### src/rtl/stack_alu_sequencer.sv
// Program sequencer driving a stack ALU: loadable opcode/immediate memory, one issue per cycle,
// 2-cycle result capture, sticky overflow, and abort on stack under/overflow via a shadow depth.
module stack_alu_sequencer #(
  parameter int unsigned N           = 8,
  parameter int unsigned DEPTH       = 16,
  parameter int unsigned AW          = 4,
  parameter int unsigned STACK_DEPTH = 16
) (
  input  logic          clk,
  input  logic          rst,
  input  logic          load_en,
  input  logic [AW-1:0] load_addr,
  input  logic [2:0]    load_op,
  input  logic [N-1:0]  load_data,
  input  logic          start,
  output logic [2:0]    alu_opcode,
  output logic [N-1:0]  alu_data,
  input  logic [N-1:0]  alu_result,
  input  logic          alu_overflow,
  output logic          busy,
  output logic          done,
  output logic [N-1:0]  result,
  output logic          result_valid,
  output logic          ovf_sticky,
  output logic          err
);

  localparam int unsigned DW = $clog2(STACK_DEPTH + 1);

  localparam logic [2:0] OP_HALT = 3'b000;
  localparam logic [2:0] OP_ADD  = 3'b100;
  localparam logic [2:0] OP_MUL  = 3'b101;
  localparam logic [2:0] OP_PUSH = 3'b110;
  localparam logic [2:0] OP_POP  = 3'b111;

  typedef enum logic [1:0] {S_IDLE, S_RUN, S_DRAIN, S_DONE} state_e;

  state_e        state_q;
  logic [AW-1:0] pc_q, pc_d;
  logic [DW-1:0] depth_q, depth_d;
  logic [2:0]    alu_opcode_q;
  logic [N-1:0]  alu_data_q;
  logic          busy_q, done_q, result_valid_q, ovf_sticky_q, err_q;
  logic [N-1:0]  result_q;
  logic          res_op_q, res_arith_q;

  logic [2:0]    mem_op   [DEPTH];
  logic [N-1:0]  mem_data [DEPTH];

  logic [2:0]    cur_op;
  logic [N-1:0]  cur_data;
  logic          is_push, is_arith, is_pop, illegal, last_entry;

  // Program memory: no reset, writable only while idle.
  always_ff @(posedge clk) begin
    if (load_en && state_q == S_IDLE) begin
      mem_op[load_addr]   <= load_op;
      mem_data[load_addr] <= load_data;
    end
  end

  // Current-instruction decode and legality against the shadow stack depth.
  always_comb begin
    cur_op     = mem_op[pc_q];
    cur_data   = mem_data[pc_q];
    is_push    = (cur_op == OP_PUSH);
    is_arith   = (cur_op == OP_ADD) || (cur_op == OP_MUL);
    is_pop     = (cur_op == OP_POP);
    illegal    = (is_push  && depth_q >= DW'(STACK_DEPTH)) ||
                 (is_arith && depth_q <  DW'(2)) ||
                 (is_pop   && depth_q == '0);
    last_entry = (pc_q == AW'(DEPTH - 1));
    pc_d       = pc_q + AW'(1);
    depth_d    = depth_q;
    if (is_push) begin
      depth_d = depth_q + DW'(1);
    end else if (is_arith || is_pop) begin
      depth_d = depth_q - DW'(1);
    end
  end

  always_ff @(posedge clk) begin
    if (rst) begin
      state_q        <= S_IDLE;
      pc_q           <= '0;
      depth_q        <= '0;
      alu_opcode_q   <= OP_HALT;
      alu_data_q     <= '0;
      busy_q         <= 1'b0;
      done_q         <= 1'b0;
      result_q       <= '0;
      result_valid_q <= 1'b0;
      ovf_sticky_q   <= 1'b0;
      err_q          <= 1'b0;
      res_op_q       <= 1'b0;
      res_arith_q    <= 1'b0;
    end else begin
      done_q       <= 1'b0;
      alu_opcode_q <= OP_HALT;

      // Result pipeline: opcode on the bus executes this edge, its output is sampled next edge.
      res_op_q       <= (alu_opcode_q == OP_ADD) || (alu_opcode_q == OP_MUL) || (alu_opcode_q == OP_POP);
      res_arith_q    <= (alu_opcode_q == OP_ADD) || (alu_opcode_q == OP_MUL);
      result_valid_q <= res_op_q;
      if (res_op_q) begin
        result_q <= alu_result;
      end
      if (res_arith_q) begin
        ovf_sticky_q <= ovf_sticky_q | alu_overflow;
      end

      case (state_q)
        S_IDLE: begin
          if (start) begin
            state_q      <= S_RUN;
            pc_q         <= '0;
            depth_q      <= '0;
            ovf_sticky_q <= 1'b0;
            err_q        <= 1'b0;
            busy_q       <= 1'b1;
          end
        end
        S_RUN: begin
          if (illegal) begin
            err_q   <= 1'b1;
            state_q <= S_DRAIN;
          end else if (cur_op == OP_HALT) begin
            state_q <= S_DRAIN;
          end else begin
            if (is_push || is_arith || is_pop) begin
              alu_opcode_q <= cur_op;
              alu_data_q   <= cur_data;
            end
            depth_q <= depth_d;
            pc_q    <= pc_d;
            if (last_entry) begin
              state_q <= S_DRAIN;
            end
          end
        end
        S_DRAIN: begin
          state_q <= S_DONE;
          busy_q  <= 1'b0;
          done_q  <= 1'b1;
        end
        default: begin
          state_q <= S_IDLE;
        end
      endcase
    end
  end

  assign alu_opcode   = alu_opcode_q;
  assign alu_data     = alu_data_q;
  assign busy         = busy_q;
  assign done         = done_q;
  assign result       = result_q;
  assign result_valid = result_valid_q;
  assign ovf_sticky   = ovf_sticky_q;
  assign err          = err_q;

endmodule

### config.mk
export PLATFORM = sky130hd
export DESIGN_NAME = stack_alu_sequencer
export DESIGN_NICKNAME = d
export VERILOG_FILES = /design/src/rtl/stack_alu_sequencer.sv
export SDC_FILE = /design/constraint.sdc
export NUM_CORES = 1
export LEC_CHECK = 0
export CAP_MARGIN = 20
export CORE_MARGIN = 4
export CORE_UTILIZATION = 45
export CTS_CLUSTER_SIZE = 30
export DETAILED_ROUTE_END_ITERATION = 10
export GPL_ROUTABILITY_DRIVEN = 1
export GPL_TIMING_DRIVEN = 0
export PLACE_DENSITY_LB_ADDON = 0.12
export SLEW_MARGIN = 0
export SYNTH_ARGS = -nofsm -noshare
export SYNTH_HDL_FRONTEND = slang
export SYNTH_SLANG_ARGS = --single-unit
### constraint.sdc
create_clock -name clk -period 3.3 [get_ports clk]
set_input_delay 0.99 -clock clk [delete_from_list [all_inputs] [get_ports clk]]
set_output_delay 0.99 -clock clk [all_outputs]
set_load 0.02 [all_outputs]
## Word-level counts from Yosys, hierarchy flattened

Memories as Yosys holds them, arrays and structs flattened. A register that Yosys moved wholly into a read port is not among the register bits.
Index checks and enable logic that the tools add are counted.

- Add/sub/neg operators: 3
- Multipliers: 0
- Divide/modulo/power cells: 0
- Order comparisons: 2
- Equal/unequal tests: 16
- Shift operators: 0
- Multiplexer cells: 28
- Bitwise logic cells: 5
- Reductions and logical operators: 24

Operators with widths:

| cell | number |
|---|---|
| 5-bit two-way mux | 5 |
| 3-bit equality test, second input constant | 7 |
| 4-bit two-way mux | 5 |
| 5-bit case mux with 2 select lines | 1 |
| 1-bit two-way mux | 9 |
| 1-bit logical OR | 8 |
| 2-bit two-way mux | 4 |
| 2-bit != test, second input constant | 4 |
| 4-bit case mux with 2 select lines | 1 |
| 4-bit AND reduction | 2 |
| 2-bit case mux with 3 select lines | 1 |
| 5-bit by 1-bit adder with 5-bit output, second input constant | 1 |
| 5-bit greater-or-equal comparator, second input constant | 1 |
| 5-bit logical NOT | 1 |
| 5-bit by 2-bit < comparator with 1-bit output, second input constant | 1 |
| 5-bit AND reduction | 1 |
| 5-bit OR reduction | 1 |
| 5-bit by 1-bit subtractor with 5-bit output, second input constant | 1 |
| 4-bit by 1-bit adder with 4-bit output, second input constant | 1 |
| 4-bit equality test, second input constant | 1 |
| 1-bit logical AND | 4 |
| 4-bit != test, second input constant | 1 |
| 1-bit inverter | 4 |
| 1-bit case mux with 2 select lines | 2 |
| 9 further kinds | 11 |

- Register bits: 29
- Latch bits: 0
- Bits in writable memories: 176
- ROM bits: 0
- Bits of input ports: 28
- Word-level logic and storage cells: 92
- Memories kept: 2

Memories:

| memory | words | bits a word | read ports | clocked after memory_dff | wr ports | line | source |
|---|---|---|---|---|---|---|---|
| mem_data | 16 | 8 | 1 | 1 | 1 | 48 | `logic [N-1:0] mem_data [DEPTH];` |
| mem_op | 16 | 3 | 1 | 1 | 1 | 47 | `logic [2:0] mem_op [DEPTH];` |

## Longest topological paths before layout

- Depth after elaboration: 9
- Gate-level depth with buffers: 14

## Worst setup path after synthesis

Ideal clock, no wire load.

- Path type: flip-flop to flip-flop
- Start point: register (tool-made name)
- End point: register depth_q[1]
- Setup time: 0.092 ns
- Arrival time: 2.887 ns
- Path slack: 0.321 ns
- Cell stages (with the launch flop): 14
- Path buffers: 1
- Clock period less this slack: 2.979 ns
- Cells stage by stage: dfxtp_1 -> buf_2 -> mux4_1 -> a22o_1 -> nor2_1 -> nor2_1 -> nand2_1 -> inv_1 -> ha_1 -> inv_1 -> nand2_1 -> a211o_1 -> or3_1 -> o32ai_1

RTL lines:

| what | line | source |
|---|---|---|
| end signal, assigned | 134 | `depth_q <= depth_d;` |
| end, declared | 40 | `logic [DW-1:0] depth_q, depth_d;` |

==> flow_summary.html <==
<table>
<tr><th>Metric</th><th>Value</th></tr>
<tr><th colspan="2">Die</th></tr>
<tr><td>Initial cell density of the core</td><td>45.9%</td></tr>
<tr><td>Count of standard-cell rows</td><td>50</td></tr>
<tr><td>IO Pins</td><td>52</td></tr>
<tr><td>Floorplan die width</td><td>146 um</td></tr>
<tr><td>Overall die area</td><td>21,300 um2</td></tr>
<tr><td>Overall die height</td><td>146 um</td></tr>
<tr><td>Core area</td><td>18,700 um2</td></tr>
<tr><th colspan="2">Timing</th></tr>
<tr><td>Final-layout worst hold slack</td><td>442 ps</td></tr>
<tr><td>Maximum clock frequency</td><td>0.317 GHz</td></tr>
<tr><td>Worst-Margin Slew</td><td>924 ps</td></tr>
<tr><td>Total negative setup slack</td><td>0 ps</td></tr>
<tr><td>Slew Viols, Final</td><td>0</td></tr>
<tr><td>Clock Skew</td><td>7.76 ps</td></tr>
<tr><td>Final Setup Violations</td><td>0</td></tr>
<tr><td>Number of hold violations in the final report</td><td>0</td></tr>
<tr><td>Worst rel slew slack</td><td>38.3%</td></tr>
<tr><td>Min Clock Period, post-route</td><td>3160 ps</td></tr>
<tr><td>Period utilisation layout</td><td>95.7%</td></tr>
<tr><th colspan="2">Power</th></tr>
<tr><td>Power per cell area</td><td>611 nW/um2</td></tr>
<tr><td>Total power draw</td><td>6330 uW</td></tr>
<tr><td>Switching part of the total</td><td>23.6%</td></tr>
<tr><td>LEAKAGE</td><td>0.00342 uW</td></tr>
<tr><td>Clock group share of total power</td><td>38.3%</td></tr>
<tr><td>Max VDD drop</td><td>0.000386 V</td></tr>
<tr><td>Power share of the combinational group</td><td>12.9%</td></tr>
<tr><td>Switching power</td><td>1490 uW</td></tr>
<tr><td>Internal</td><td>4830 uW</td></tr>
<tr><td>Part of the total power dissipated in sequential elements</td><td>48.7%</td></tr>
<tr><th colspan="2">GRT</th></tr>
<tr><td>Overall routing resource usage</td><td>17.2%</td></tr>
<tr><td>Global-route wire length before repair</td><td>27,900 um</td></tr>
<tr><td>Leftover overflow at the end of global routing</td><td>0</td></tr>
<tr><td>Antenna violations before repair</td><td>0</td></tr>
<tr><td>Maximum number of pins on one net before global-route repair</td><td>17</td></tr>
<tr><td>Via count of the first global-routing pass</td><td>4,668</td></tr>
<tr><th colspan="2">Critical path</th></tr>
<tr><td>Required time of the critical path</td><td>3700 ps</td></tr>
<tr><td>Reg-to-reg endpoint</td><td>depth_q[1]</td></tr>
<tr><td>CP Data Arrival Time</td><td>3560 ps</td></tr>
<tr><td>Most prevalent standard cell on the critical path</td><td>sky130_fd_sc_hd__inv_1</td></tr>
<tr><td>CP max-delay cell</td><td>sky130_fd_sc_hd__mux4_1</td></tr>
<tr><td>Length in cells of the worst reg-to-reg path</td><td>13</td></tr>
<tr><td>R2r setup slk</td><td>140 ps</td></tr>
<tr><td>Crit path to</td><td>depth_q[1]</td></tr>
<tr><td>Critical Path Start Type</td><td>flip-flop</td></tr>
<tr><td>CP Max Fanout</td><td>9</td></tr>
<tr><td>Highest cell delay on the worst timing path</td><td>600 ps</td></tr>
<tr><td>Ordered cell list for the critical path</td><td>buf_6 -&gt; mux4_1 -&gt; a22o_1 -&gt; nor2_2 -&gt; nor2_1 -&gt; nand2_2 -&gt; inv_1 -&gt; ha_1 -&gt; inv_1 -&gt; nand2_1 -&gt; a211o_1 -&gt; or3_4 -&gt; o32ai_1</td></tr>
<tr><td>Kind of end point of the critical path</td><td>flip-flop</td></tr>
<tr><td>Class of the most critical setup path</td><td>flip-flop to flip-flop</td></tr>
<tr><th colspan="2">Logic synthesis</th></tr>
<tr><td>Synth Warn #</td><td>0</td></tr>
<tr><td>Dominant cell by count in the synthesized netlist</td><td>sky130_fd_sc_hd__edfxtp_1</td></tr>
<tr><td>Share of async-settable or async-resettable flops after synthesis</td><td>0%</td></tr>
<tr><td>Sequential element share of the synthesized area</td><td>71.2%</td></tr>
<tr><td>Number of unique standard cell types used by synthesis</td><td>48</td></tr>
<tr><td>Area share of the leading cell type in the synthesized netlist</td><td>61.6%</td></tr>
<tr><td>Mean instance size in the synthesized netlist</td><td>18.3 um2</td></tr>
<tr><td>Net count after synthesis</td><td>507</td></tr>
<tr><td>Post-synth top cells</td><td>sky130_fd_sc_hd__edfxtp_1 (176), sky130_fd_sc_hd__mux4_2 (43), sky130_fd_sc_hd__dfxtp_1 (41), sky130_fd_sc_hd__nor2_1 (41), sky130_fd_sc_hd__mux2i_1 (17)</td></tr>
<tr><td>Cell types occupying the most area after synthesis</td><td>sky130_fd_sc_hd__edfxtp_1 (62%), sky130_fd_sc_hd__mux4_2 (11%), sky130_fd_sc_hd__dfxtp_1 (9.6%)</td></tr>
<tr><td>Combined area of all synthesized cells</td><td>8580 um2</td></tr>
<tr><td>Flop and latch count out of synthesis</td><td>217</td></tr>
<tr><td>Area leader, netlist</td><td>sky130_fd_sc_hd__edfxtp_1</td></tr>
<tr><td>Number of enable-type register cells in the synthesized netlist</td><td>176</td></tr>
<tr><td>Post-synth top flop</td><td>sky130_fd_sc_hd__edfxtp_1</td></tr>
<tr><td>Count of mapped cells out of synthesis</td><td>469</td></tr>
<tr><th colspan="2">Final layout</th></tr>
<tr><td>Final core utilization</td><td>55.3%</td></tr>
<tr><td>Area growth from synthesis to layout</td><td>20.6%</td></tr>
<tr><td>Combined flip-flop and latch cell area</td><td>6110 um2</td></tr>
<tr><td>Layout cells sized above 1</td><td>20.9%</td></tr>
<tr><td>Antenna Cells</td><td>0</td></tr>
<tr><td>Filler cell count in the final layout</td><td>1,469</td></tr>
<tr><td>Final-stage net count</td><td>602</td></tr>
<tr><td>Total area of multi-input combinational cells</td><td>2380 um2</td></tr>
<tr><th colspan="2">Place</th></tr>
<tr><td>Half-perimeter wire length of the detailed placement result</td><td>12,500 um</td></tr>
<tr><td>Buffers added on ports</td><td>51</td></tr>
<tr><td>Routability Congestion</td><td>0.777</td></tr>
<tr><th colspan="2">Routing</th></tr>
<tr><td>Antenna Violating Nets Remaining</td><td>0</td></tr>
<tr><td>Total via count after detailed routing</td><td>4,567</td></tr>
<tr><td>Via density per instance</td><td>5.61</td></tr>
<tr><td>Total routed wirelength</td><td>18,300 um</td></tr>
<tr><td>Per-cell routed wire length</td><td>22.5 um</td></tr>
<tr><td>Detailed-routing iteration count for the pre-antenna-repair pass</td><td>5</td></tr>
<tr><td>Iter 0 DRT Violations</td><td>311</td></tr>
<tr><td>Drc violations</td><td>0</td></tr>
<tr><th colspan="2">Clock network</th></tr>
<tr><td>Num Clock Sinks</td><td>217</td></tr>
<tr><td>Clock Tree Buf Depth</td><td>3</td></tr>
<tr><td>Clock transition at path regs</td><td>60 ps</td></tr>
<tr><td>Clock H-tree levels</td><td>1</td></tr>
<tr><td>CTS tree</td><td>yes</td></tr>
<tr><td>Clock insertion delay at the later pin of the skew report</td><td>500 ps</td></tr>
<tr><td>Post-cts hold buffer count</td><td>0</td></tr>
<tr><td>Clock root cell</td><td>sky130_fd_sc_hd__clkbuf_16</td></tr>
<tr><td>Inserted Clock Buffers</td><td>23</td></tr>
<tr><th colspan="2">Run</th></tr>
<tr><td>Maximum capacitance violations</td><td>0</td></tr>
<tr><th colspan="2">Run status</th></tr>
<tr><td>Status</td><td>finished clean</td></tr>
<tr><th colspan="2">Hold path</th></tr>
<tr><td>Worst min-delay path category</td><td>flip-flop to flip-flop</td></tr>
</table>
[per-layer routing]
metal,global-route usage [%],part of all wire [%]
met1,22.8,41
met2,29.5,50
met3,3.69,6.6
met4,4.14,1.8
met5,0,0
[cell families (layout without fill, tap and decap cells)]
group / Yosys count / after routing / share of synthesized area, %
mux: 71 / 71 / 16.5
compound gates: 46 / 46 / 3.89
xor+xnor: 3 / 3 / 0.306
buf+inv: 34 / 145 / 1.60
simple gates: 88 / 88 / 4.96
fa+ha+maj: 10 / 10 / 1.55
flops: 217 / 217 / 71.2
[power groups by stage]
stage                     Sequential, uW  Combinational, uW  Clock, uW
after floorplan                     3150                489          0
after global placement              3140                762          0
after detailed placement            3140                797          0
after CTS                           3080                804       2490
after global routing                3090                890       2590
final                               3080                819       2420
[worst max-delay path: cells and delay by family (launching register included)]
| family | cells | cell delay, ps |
|---|---|---|
| simple gates | 5 | 860 |
| compound gates | 3 | 750 |
| mux | 1 | 600 |
| buf+inv | 3 | 330 |
| flops | 1 | 320 |
| fa+ha+maj | 1 | 210 |
[state kept, by name, indices dropped and copies added (netlist names), named ones only]
name / cells
done: 1
depth_q: 5
ovf_sticky: 1
result: 8
alu_data: 8
mem_data: 128
mem_op: 48
state_q: 2
res_arith_q: 1
pc_q: 4
result_valid: 1
err: 1
busy: 1
res_op_q: 1
alu_opcode: 3
[layout by cell type (no fill, tap or decap), drive strengths merged, types with 2 or more instances in the layout]
master	netlist	final
a22o	3	3
nor2	41	41
or3	8	8
mux2i	17	17
nor3	5	5
mux4	53	53
nor2b	4	4
o21a	2	2
a21oi	11	11
clkinv	0	7
a31oi	4	4
xnor2	2	2
buf	5	24
a22oi	3	3
inv	15	15
a211oi	3	3
ha	9	9
nand4	2	2
edfxtp	176	176
a21o	2	2
o21ai	6	6
nand2	11	11
clkbuf	14	46
clkdlybuf4s50	0	51
nand2b	6	6
and2	3	3
dfxtp	41	41
o32ai	5	5
nand3	2	2
a211o	2	2
nand3b	2	2
[what timing repair did]
| item | in CTS | in global routing |
|---|---|---|
| endpoints found under the setup margin | 17 | 16 |
| pin swaps | 0 | 2 |
| resized for setup | 4 | 13 |
| setup buffers | 0 | 4 |
[area by class of cell]
cell class / count / share of cell area (%)
Sequential cell: 217 / 59.0
Tap cell: 234 / 2.83
Clock inverter: 9 / 0.713
Multi-Input combinational cell: 218 / 23.0
Buffer: 19 / 0.931
Timing Repair Buffer: 70 / 6.75
Inverter: 15 / 0.544
Clock buffer: 32 / 6.19
[metrics by stage]
step | std cells | setup WS (ps) | area (um2)
detailed placement | 768 | -191 | 9550
finish | 814 | 141 | 10300
global placement | 754 | -708 | 9380
global route | 814 | -7.99 | 10300
floorplan | 469 | 321 | 8580
CTS | 809 | 19.9 | 10300
[worst min-delay path by stage]
stage,start,end,slack [ps],cells after the start
3_5_place_dp,alu_opcode[1],res_arith_q,440,1
6_report,alu_opcode[1],res_arith_q,440,1
3_3_place_gp,alu_opcode[1],res_arith_q,430,1
4_1_cts,alu_opcode[1],res_arith_q,450,1
2_1_floorplan,depth_q[3],depth_q[3],470,2
5_1_grt,alu_opcode[1],res_arith_q,470,1
(Power assumes the default switching activity.)
